==> config.mk <==
export PLATFORM = sky130hd
export DESIGN_NAME = qchannel_fanout_flat
export DESIGN_NICKNAME = d
export VERILOG_FILES = /design/src/rtl/qch_pkg.sv /design/src/rtl/qchannel_fanout_if.sv /design/src/rtl/qch_status_agg.sv /design/src/rtl/qchannel_fanout.sv /design/src/flat_wrapper.sv
export SDC_FILE = /design/constraint.sdc
export NUM_CORES = 1
export LEC_CHECK = 0
export CAP_MARGIN = 15
export CORE_MARGIN = 2
export CORE_UTILIZATION = 40
export CTS_CLUSTER_SIZE = 28
export DETAILED_ROUTE_END_ITERATION = 10
export PLACE_DENSITY_LB_ADDON = 0.08
export SYNTH_ARGS = -nofsm -noshare
export SYNTH_HDL_FRONTEND = slang
export SYNTH_SLANG_ARGS = --single-unit
==> constraint.sdc <==
create_clock -name wb_clk_i -period 1.9 [get_ports wb_clk_i]
set_clock_uncertainty 0.2 [all_clocks]
set_input_delay 0.57 -clock wb_clk_i [delete_from_list [all_inputs] [get_ports wb_clk_i]]
set_output_delay 0.57 -clock wb_clk_i [all_outputs]
set_load 0.01 [all_outputs]
==> src/rtl/qch_pkg.sv <==
// Shared types and limits for the Q-channel fan-out controller.
package qch_pkg;

    // Largest number of downstream device channels one controller serves.
    localparam int QCH_MAX_CH = 16;

    // Controller sequence states.
    typedef enum logic [2:0] {
        ST_RUN      = 3'd0,
        ST_REQ      = 3'd1,
        ST_STOPPED  = 3'd2,
        ST_RESTORE  = 3'd3,
        ST_EXIT     = 3'd4,
        ST_ROLLBACK = 3'd5,
        ST_DENIED   = 3'd6
    } qch_state_e;

endpackage

==> src/rtl/qchannel_fanout_if.sv <==
// Upstream Q-channel plus per-device fan-out signals of the controller.
// The controller connects through 'slave' (it is the device side of the
// upstream Q-channel); the environment driving it uses 'master'.
interface qchannel_fanout_if #(
    parameter int N_CH = 4
);
    logic            qreqn_i;
    logic            qacceptn_o;
    logic            qdeny_o;
    logic [N_CH-1:0] ch_en_i;
    logic [N_CH-1:0] dev_qreqn_o;
    logic [N_CH-1:0] dev_qacceptn_i;
    logic [N_CH-1:0] dev_qdeny_i;
    logic            pr_restore_o;
    logic            timeout_o;

    modport slave (
        input  qreqn_i, ch_en_i, dev_qacceptn_i, dev_qdeny_i,
        output qacceptn_o, qdeny_o, dev_qreqn_o, pr_restore_o, timeout_o
    );

    modport master (
        output qreqn_i, ch_en_i, dev_qacceptn_i, dev_qdeny_i,
        input  qacceptn_o, qdeny_o, dev_qreqn_o, pr_restore_o, timeout_o
    );
endinterface

==> src/rtl/qch_status_agg.sv <==
// Masked reduction of downstream Q-channel status. Disabled channels count
// as having accepted, as running and as not denying.
module qch_status_agg #(
    parameter int N_CH = 4
) (
    input  logic [N_CH-1:0] en_i,
    input  logic [N_CH-1:0] qacceptn_i,
    input  logic [N_CH-1:0] qdeny_i,
    output logic            all_accepted_o,
    output logic            all_running_o,
    output logic            any_deny_o
);
    logic [N_CH-1:0] accepted_ok;
    logic [N_CH-1:0] running_ok;
    logic [N_CH-1:0] deny_hit;

    genvar gi;
    generate
        for (gi = 0; gi < N_CH; gi++) begin : g_ch
            assign accepted_ok[gi] = !en_i[gi] || (!qacceptn_i[gi] && !qdeny_i[gi]);
            assign running_ok[gi]  = !en_i[gi] || ( qacceptn_i[gi] && !qdeny_i[gi]);
            assign deny_hit[gi]    =  en_i[gi] &&   qdeny_i[gi];
        end
    endgenerate

    assign all_accepted_o = &accepted_ok;
    assign all_running_o  = &running_ok;
    assign any_deny_o     = |deny_hit;
endmodule

==> src/rtl/qchannel_fanout.sv <==
// Fans one upstream Q-channel out to N_CH device Q-channels: collects all
// device accepts before accepting upstream, rolls back and denies on any
// device deny or on timeout, and strobes a retention restore on wake-up.
// Every output is a flop computed from the next state.
module qchannel_fanout
    import qch_pkg::*;
#(
    parameter int N_CH           = 4,
    parameter int RESTORE_CYCLES = 2,
    parameter int TIMEOUT        = 64
) (
    input  logic               wb_clk_i,
    input  logic               wb_rst_ni,
    qchannel_fanout_if.slave   bus
);
    localparam int              TW      = $clog2(TIMEOUT + 1) + 1;
    localparam logic [TW-1:0]   TO_VAL  = TW'(TIMEOUT);
    localparam logic [3:0]      RC_LAST = 4'(RESTORE_CYCLES - 1);

    generate
        if (N_CH < 1 || N_CH > QCH_MAX_CH) begin : g_bad_n_ch
            $error("qchannel_fanout: N_CH out of range");
        end
    endgenerate

    qch_state_e      state_q, state_d;
    logic [N_CH-1:0] en_q, en_d;
    logic [TW-1:0]   cnt_q, cnt_d, cnt_inc;
    logic [3:0]      rcnt_q, rcnt_d;
    logic            qacceptn_q, qacceptn_d;
    logic            qdeny_q, qdeny_d;
    logic [N_CH-1:0] dev_qreqn_q, dev_qreqn_d;
    logic            pr_restore_q, pr_restore_d;
    logic            timeout_q, timeout_d;

    logic all_accepted, all_running, any_deny, exit_done, timeout_hit;

    qch_status_agg #(.N_CH(N_CH)) u_agg (
        .en_i           (en_q),
        .qacceptn_i     (bus.dev_qacceptn_i),
        .qdeny_i        (bus.dev_qdeny_i),
        .all_accepted_o (all_accepted),
        .all_running_o  (all_running),
        .any_deny_o     (any_deny)
    );

    // Wake-up only needs every enabled device to have raised its accept.
    assign exit_done   = &(~en_q | bus.dev_qacceptn_i);
    assign cnt_inc     = (cnt_q == '1) ? cnt_q : cnt_q + TW'(1);
    assign timeout_hit = (TIMEOUT != 0) && (cnt_inc >= TO_VAL);

    // Next-state, counters and next output values.
    always_comb begin
        state_d   = state_q;
        en_d      = en_q;
        cnt_d     = cnt_q;
        rcnt_d    = rcnt_q;
        timeout_d = 1'b0;
        case (state_q)
            ST_RUN: begin
                if (!bus.qreqn_i) begin
                    state_d = ST_REQ;
                    en_d    = bus.ch_en_i;
                    cnt_d   = '0;
                end
            end
            ST_REQ: begin
                cnt_d = cnt_inc;
                // Deny beats accept; accepts collected in the final allowed
                // cycle still beat the timeout.
                if (any_deny) begin
                    state_d = ST_ROLLBACK;
                end else if (all_accepted) begin
                    state_d = ST_STOPPED;
                end else if (timeout_hit) begin
                    state_d   = ST_ROLLBACK;
                    timeout_d = 1'b1;
                end
            end
            ST_STOPPED: begin
                if (bus.qreqn_i) begin
                    state_d = ST_RESTORE;
                    rcnt_d  = '0;
                end
            end
            ST_RESTORE: begin
                if (rcnt_q == RC_LAST) state_d = ST_EXIT;
                else                   rcnt_d  = rcnt_q + 4'd1;
            end
            ST_EXIT:     if (exit_done)     state_d = ST_RUN;
            ST_ROLLBACK: if (all_running)   state_d = ST_DENIED;
            ST_DENIED:   if (bus.qreqn_i)   state_d = ST_RUN;
            default:                        state_d = ST_RUN;
        endcase

        qacceptn_d   = !(state_d inside {ST_STOPPED, ST_RESTORE, ST_EXIT});
        qdeny_d      = (state_d == ST_DENIED);
        pr_restore_d = (state_d == ST_RESTORE);
        dev_qreqn_d  = (state_d inside {ST_REQ, ST_STOPPED, ST_RESTORE}) ? ~en_d : '1;
    end

    // State and output registers, asynchronously cleared.
    always_ff @(posedge wb_clk_i or negedge wb_rst_ni) begin
        if (!wb_rst_ni) begin
            state_q      <= ST_RUN;
            en_q         <= '0;
            cnt_q        <= '0;
            rcnt_q       <= '0;
            qacceptn_q   <= 1'b1;
            qdeny_q      <= 1'b0;
            dev_qreqn_q  <= '1;
            pr_restore_q <= 1'b0;
            timeout_q    <= 1'b0;
        end else begin
            state_q      <= state_d;
            en_q         <= en_d;
            cnt_q        <= cnt_d;
            rcnt_q       <= rcnt_d;
            qacceptn_q   <= qacceptn_d;
            qdeny_q      <= qdeny_d;
            dev_qreqn_q  <= dev_qreqn_d;
            pr_restore_q <= pr_restore_d;
            timeout_q    <= timeout_d;
        end
    end

    assign bus.qacceptn_o   = qacceptn_q;
    assign bus.qdeny_o      = qdeny_q;
    assign bus.dev_qreqn_o  = dev_qreqn_q;
    assign bus.pr_restore_o = pr_restore_q;
    assign bus.timeout_o    = timeout_q;
endmodule

==> src/flat_wrapper.sv <==
// flat-port wrapper written by rule: the top's interface ports become plain ports
module qchannel_fanout_flat import qch_pkg::*;
#(
    parameter int N_CH           = 4,
    parameter int RESTORE_CYCLES = 2,
    parameter int TIMEOUT        = 64
)
  (wb_clk_i, wb_rst_ni, bus_qreqn_i, bus_ch_en_i, bus_dev_qacceptn_i, bus_dev_qdeny_i, bus_qacceptn_o, bus_qdeny_o, bus_dev_qreqn_o, bus_pr_restore_o, bus_timeout_o);
  qchannel_fanout_if #(.N_CH(N_CH)) bus_i ();
  input  logic wb_clk_i;
  input  logic wb_rst_ni;
  input wire logic [$bits(bus_i.qreqn_i)-1:0] bus_qreqn_i;
  input wire logic [$bits(bus_i.ch_en_i)-1:0] bus_ch_en_i;
  input wire logic [$bits(bus_i.dev_qacceptn_i)-1:0] bus_dev_qacceptn_i;
  input wire logic [$bits(bus_i.dev_qdeny_i)-1:0] bus_dev_qdeny_i;
  output wire logic [$bits(bus_i.qacceptn_o)-1:0] bus_qacceptn_o;
  output wire logic [$bits(bus_i.qdeny_o)-1:0] bus_qdeny_o;
  output wire logic [$bits(bus_i.dev_qreqn_o)-1:0] bus_dev_qreqn_o;
  output wire logic [$bits(bus_i.pr_restore_o)-1:0] bus_pr_restore_o;
  output wire logic [$bits(bus_i.timeout_o)-1:0] bus_timeout_o;
  assign bus_i.qreqn_i = bus_qreqn_i;
  assign bus_i.ch_en_i = bus_ch_en_i;
  assign bus_i.dev_qacceptn_i = bus_dev_qacceptn_i;
  assign bus_i.dev_qdeny_i = bus_dev_qdeny_i;
  assign bus_qacceptn_o = bus_i.qacceptn_o;
  assign bus_qdeny_o = bus_i.qdeny_o;
  assign bus_dev_qreqn_o = bus_i.dev_qreqn_o;
  assign bus_pr_restore_o = bus_i.pr_restore_o;
  assign bus_timeout_o = bus_i.timeout_o;
  qchannel_fanout #(.N_CH(N_CH), .RESTORE_CYCLES(RESTORE_CYCLES), .TIMEOUT(TIMEOUT)) u_core (.wb_clk_i(wb_clk_i), .wb_rst_ni(wb_rst_ni), .bus(bus_i));
endmodule
==> flow_summary.ini, run 1 <==
[cells_and_area]
multiInputGateArea_um2 = 804.5
nets = 203
post_route_cells_drive_above_1_share = 0.3587
antenna_cells = 0
stdcell_count = 230
fillCellCount = 302
ff_latch_area_um2 = 681.9
syn_to_final_growth_pct = 40.23

[floorplanning]
rows = 21
core-area_um2 = 3363
io_pins = 23
dieHeight_um = 63.22
start_util = 0.4170
die_w_um = 63.22
die_area_um2 = 3996

[yosys]
avgSynthCellArea_um2 = 10.09
syn_area_um2 = 1403
synth_top_flop_cell = dfrtp_1
syn_inst = 139
netlist_top_cells_count = nand2_1 (23), dfrtp_1 (22), nor2_1 (8)
async_flop_share = 1.000
yosysTopAreaCell = dfrtp_1
yosysUniqueCellTypes = 41
syn-num-nets = 157
synth_edf_count = 0
yosysWarningCount = 0
synth_top_cell_area_share = 0.3925
ys_seq_elements = 27
yosysSeqAreaShare = 0.4862
synth_most_common_cell = nand2_1
synth_area_leaders = dfrtp_1 (39%), dfstp_2 (9.4%), nand2_1 (6.2%), mux2i_1 (3.6%), ha_1 (2.7%)

[placement]
placedCellCount = 226
gp_congestion = 0.8222
dp_hpwl_um = 2325
place_worst_setup_slack_ns = -0.4154
portBuffers = 22

[worst_setup_path]
path_cells = clkdlybuf4s50_1 -> nand2b_1 -> o2111ai_4 -> a31oi_4 -> o2111a_2 -> nand3_2
cp-end-kind = register
cp_slowest_cell = clkdlybuf4s50_1
critPathMaxFanout = 5
cp.arrival_ns = 2.01
critPathRequiredTime_ns = 1.97
cpPeakStageDelay_ns = 0.49
start_kind = input pin
worst-setup-path-type = input pin to register

[grt]
antenna_found_initial = 0
grt_pass1_wl_um = 5154
first_global_vias = 1155
grt_max_degree = 28
grtUsageTotal = 0.1634
grt_remaining_overflow = 0

[drt]
drtPass1Iterations = 4
top_layer_used = met4
route.vias.total = 1196
drt_iter0_drc = 51
drcViolationCount = 0
ant_nets = 0
avgViaCountPerCell = 5.200
route.met2.wl_um = 1567
routed-wl-met3_um = 87
wirelength_um = 3201
avgRoutedWirePerCell_um = 13.92
wl_met1_um = 1499

[sta]
max_freq_mhz = 513.9
rsz0062_at_grt = true
tightest_slew_ns = 0.3471
fin_crit_ns = 1.946
worst_slack_ns = -0.04577
fin_crit_sh = 1.024
drv_slew = 0
setup_violations = 5
final_hold_viol_count = 0
slew_headroom = 0.7680

[clocking]
clock_sinks = 27
root_buffer = clkbuf_4
cts_tree = built
cts_buffers = 3
ctsHoldBuffers = 0
htreeDepth = 1
cts_buffer_depth = 2
cts.clk_slew.worst_paths_ns = 0.15
worstSkewPairLatency_ns = 0.32

[run]
cap_violations = 0

[pwr]
p_leak_nw = 0.8613
peakVddDrop_v = 0.0005143
p_per_area_nw_per_um2 = 1340

[outcome]
status = complete, but fails checks
failed_checks = negative setup slack

[worst_hold_path]
holdCritPathClass = register to register
[registers in the layout, indices dropped and copies added, names as in the netlist]
name	flops
u_core.cnt_q	8
u_core.bus.dev_qreqn_o	4
u_core.en_q	4
u_core.rcnt_q	4
u_core.state_q	3
u_core.bus.pr_restore_o	1
u_core.bus.qacceptn_o	1
u_core.bus.qdeny_o	1
u_core.bus.timeout_o	1
[where the power goes]
part / switching, W / internal (W) / total [W]
clock network: 0.000168 / 0.0000789 / 0.000247
registers: 0.000165 / 0.000808 / 0.000973
logic: 0.000754 / 0.000663 / 0.00142
[metrics by stage]
| step | cell area, µm² | hold WS (ns) | power (W) | TNS (ns) | utilization |
|---|---|---|---|---|---|
| 2_1_floorplan | 1413 | 0.07441 | 0.001685 | 0 | - |
| 6_report | 1967 | 0.3134 | 0.002637 | -0.1788 | 0.5848 |
| 3_5_place_dp | 1842 | 0.2900 | 0.002216 | -7.618 | 0.5476 |
| 3_3_place_gp | 1842 | 0.2793 | 0.002202 | -7.274 | 0.5476 |
| 5_1_grt | 1967 | 0.3349 | 0.002857 | -0.3761 | 0.5848 |
| 4_1_cts | 1903 | 0.3093 | 0.002489 | 0 | 0.5658 |
[cell families after synthesis]
family | count (synthesis) | share of synthesized area
adders and majority gates | 3 | 0.02676
xor gates and xnor gates | 2 | 0.01249
muxes | 5 | 0.03568
AOI/OAI and AO/OA | 26 | 0.1436
DFF | 27 | 0.4862
buffers and inverters | 9 | 0.03747
and+or+nand+nor | 67 | 0.2578
[placed cells by master, fill, tap and decap left out, types with 2 or more instances in the layout]
cell type / synthesis / routed
inv_1: 5 / 4
clkdlybuf4s50_1: 0 / 14
dfstp_2: 5 / 5
a311oi_1: 2 / 2
a22oi_2: 0 / 2
o21ai_0: 7 / 5
dlygate4sd2_1: 0 / 3
nor3_2: 0 / 2
buf_4: 1 / 22
clkbuf_4: 0 / 3
a31oi_4: 1 / 2
nand2b_1: 6 / 5
ha_1: 3 / 2
a21oi_1: 4 / 4
xor2_1: 2 / 2
nand4_1: 4 / 4
nor3b_1: 4 / 3
nand2_1: 23 / 22
dfrtp_1: 22 / 22
nand3_2: 0 / 4
mux2i_1: 5 / 5
o21ai_1: 0 / 2
nand3_1: 6 / 2
nor2_1: 8 / 8
clkbuf_2: 0 / 5
[worst paths after layout]
path                                              from                                   to  slack, ns  cells past startpoint
min                        u_core.cnt_q[5]$_DFFE_PN0P_          u_core.cnt_q[5]$_DFFE_PN0P_       0.31                      1
max reg2reg                u_core.cnt_q[0]$_DFFE_PN0P_  u_core.bus.dev_qreqn_o[2]$_DFF_PN1_          0                      6
max in group asynchronous                    wb_rst_ni  u_core.bus.dev_qreqn_o[2]$_DFF_PN1_       0.90                      2
max                              bus_dev_qacceptn_i[0]  u_core.bus.dev_qreqn_o[2]$_DFF_PN1_      -0.05                      6
min in group asynchronous                    wb_rst_ni          u_core.state_q[0]$_DFF_PN0_       0.38                      2
min reg2reg                u_core.cnt_q[5]$_DFFE_PN0P_          u_core.cnt_q[5]$_DFFE_PN0P_       0.31                      1
[layer usage]
layer  up-vias  GRT usage
met5         -          0
met4         0    0.06522
met3         6    0.01964
met2        24     0.2620
met1       576     0.2257
li1        590          -
[worst max-delay path, delay by kind of cell]
| kind | cells | cell delay (ns) |
|---|---|---|
| AOI/OAI and AO/OA | 3 | 0.71 |
| buffers and inverters | 1 | 0.49 |
| and+or+nand+nor | 2 | 0.24 |
[layout make-up]
type                    count  share of cell area
clock inverters             1            0.002545
inverters                   5            0.009542
flip-flops and latches     27              0.3467
multi-input cells         103              0.4090
clock buffers               3             0.01145
well taps                  46             0.02926
repair buffers             45              0.1915
[what timing repair did]
action                                  CTS  global route
endpoints found under the setup margin   13            16
buffers inserted                          0             1
endpoints found under the hold margin     0             0
pin swaps                                 5            10
resized for setup                        20            23
No activity file was read; power rests on OpenSTA's default activity.
==> run 2: changes to the inputs <==
==> constraint.sdc (replaced) <==
create_clock -name wb_clk_i -period 1.7 [get_ports wb_clk_i]
set_clock_uncertainty 0.2 [all_clocks]
set_input_delay 0.51 -clock wb_clk_i [delete_from_list [all_inputs] [get_ports wb_clk_i]]
set_output_delay 0.51 -clock wb_clk_i [all_outputs]
set_load 0.01 [all_outputs]
==> run 2 against run 1 <==
  * The flow still finishes with violations (negative setup slack)
  * Wire length rose by 15%
  * Register-to-register slack got worse by 0.15 ns
  * Combinational power is 41% higher
==> flow_summary.ini, run 2 (same netlist as run 1, synthesis figures left out) <==
[placement]
place_worst_setup_slack_ns = -0.5847
placed_area_um2 = 1938
gp_congestion = 0.7674
portBuffers = 22
dp_hpwl_um = 2476

[clocking]
cts.clk_slew.worst_paths_ns = 0.14
cts_buffers = 3
ctsHoldBuffers = 0
worstSkewPairLatency_ns = 0.32
cts_buffer_depth = 2
cts_tree = built
htreeDepth = 1
clock_sinks = 27
root_buffer = clkbuf_4

[sta]
worst_slack_ns = -0.1476
drv_slew = 0
fin_crit_ns = 1.848
setup_violations = 12
fin_tns_setup_ns = -1.285
final_hold_viol_count = 0
max_freq_mhz = 541.2
fin_crit_sh = 1.087
slew_headroom = 0.7588
rsz0062_at_grt = true
tightest_slew_ns = 0.3580

[worst_setup_path]
critPathMaxFanout = 5
cpPeakStageDelay_ns = 0.41
critPathRequiredTime_ns = 1.77
r2r_cells = 6
crit_end = u_core.bus.dev_qreqn_o[0]$_DFF_PN1_
r2r-start = u_core.cnt_q[0]$_DFFE_PN0P_
crit_family = compound AO/OA/AOI/OAI gates
cp_slowest_cell = dfrtp_1
cp-end-kind = register
ff2ff_setup_slack_ns = -0.15
worst-setup-path-type = register to register
path_cells = ha_2 -> and3_4 -> and2_4 -> o311ai_4 -> o2111a_2 -> nand3_2
cp.buffers_inverters = 0
start_kind = register
path_depth = 6
timing.rr.end = u_core.bus.dev_qreqn_o[0]$_DFF_PN1_
crit_start = u_core.cnt_q[0]$_DFFE_PN0P_
cp.arrival_ns = 1.91

[cells_and_area]
final_area_um2 = 2238
post_route_cells_drive_above_1_share = 0.4924
nets = 216
layout_commonest_cell = buf_4
antenna_cells = 0
largest_register = u_core.cnt_q
largest_reg_flops = 8
final_cell_mix = buf_4 (28), dfrtp_1 (22), nand2_1 (17), buf_6 (12), clkdlybuf4s50_1 (8)
syn_to_final_growth_pct = 59.59

[run]
cap_violations = 0

[drt]
avgRoutedWirePerCell_um = 15.09
drt_iter0_drc = 82
ant_nets = 0
route.vias.total = 1266
avgViaCountPerCell = 5.210
wirelength_um = 3666
drtPass1Iterations = 4
drcViolationCount = 0

[outcome]
failed_checks = negative setup slack
status = complete, but fails checks

[floorplanning]
io_pins = 23
core-area_um2 = 3363
die_area_um2 = 3996
start_util = 0.4170
dieHeight_um = 63.22
rows = 21
die_w_um = 63.22

[pwr]
p_leak_nw = 1.001
p_per_area_nw_per_um2 = 1508
peakVddDrop_v = 0.0008661

[worst_hold_path]
holdCritPathClass = input pin to asynchronous set/reset pin

[grt]
grt_remaining_overflow = 0
first_global_vias = 1287
grtUsageTotal = 0.1825
grt_max_degree = 28
antenna_found_initial = 0
grt_pass1_wl_um = 5796
-- run 2: cell count changes in the layout (fill, tap and decap cells not counted), moves of 5 or more --
cell / previous run / this run
buf_6: 0 / 12
nand2_1: 22 / 17
clkdlybuf4s50_1: 14 / 8
buf_4: 22 / 28
nand2_2: 1 / 6
clkbuf_2: 5 / 0
-- run 2: area by class of cell --
type | instances | area [µm²]
well taps | 46 | 57.56
fillers | 280 | 1125
flip-flops and latches | 27 | 681.9
multi-input cells | 103 | 914.6
inverters | 5 | 18.77
repair buffers | 58 | 539.3
clock buffers | 4 | 26.28
-- run 2: repair_timing --
action	CTS	global route
setup endpoints to repair	32	32
resized for setup	50	42
gates cloned	0	0
pin swaps	18	19
setup buffers	2	4
-- run 2: worst reg2reg max path, delay by kind of cell, from the launching register on --
| family | cells | cell delay [ns] |
|---|---|---|
| and+or+nand+nor | 3 | 0.39 |
| AOI/OAI and AO/OA | 2 | 0.59 |
| adders and majority gates | 1 | 0.19 |
| DFF | 1 | 0.41 |
-- run 2: worst min path at each step --
stage / slack, ns / depth (start not counted) / to
2_1_floorplan: 0.01 / 0 / u_core.bus.pr_restore_o$_DFF_PN0_
5_1_grt: 0.30 / 2 / u_core.cnt_q[1]$_DFFE_PN0P_
6_report: 0.31 / 2 / u_core.rcnt_q[2]$_DFFE_PN0P_
3_3_place_gp: 0.34 / 2 / u_core.cnt_q[3]$_DFFE_PN0P_
4_1_cts: 0.31 / 2 / u_core.rcnt_q[2]$_DFFE_PN0P_
3_5_place_dp: 0.34 / 2 / u_core.en_q[1]$_DFF_PN0_
-- run 2: metrics by stage --
stage               instances  power [W]  utilization  hold slack, ns
floorplan                 139   0.001896            -         0.01441
global placement          236   0.002545       0.5763          0.3404
detailed placement        236   0.002596       0.5763          0.3419
CTS                       242   0.003042       0.6109          0.3131
global route              243   0.003623       0.6656          0.3007
finish                    243   0.003375       0.6656          0.3080
-- run 2: power breakdown --
group	total (W)	internal (W)	switching [W]
sequential	0.00110	0.000904	0.000191
clock	0.000280	0.0000920	0.000188
combinational	0.00200	0.00100	0.000994
-- run 2: routing by layer --
| metal | track usage | wire length, µm | vias to the layer above |
|---|---|---|---|
| li1 | - | - | 612 |
| met4 | 0.05163 | 41 | 0 |
| met2 | 0.3218 | 1971 | 18 |
| met5 | 0 | 0 | - |
| met1 | 0.2318 | 1556 | 631 |
| met3 | 0.02857 | 96 | 5 |
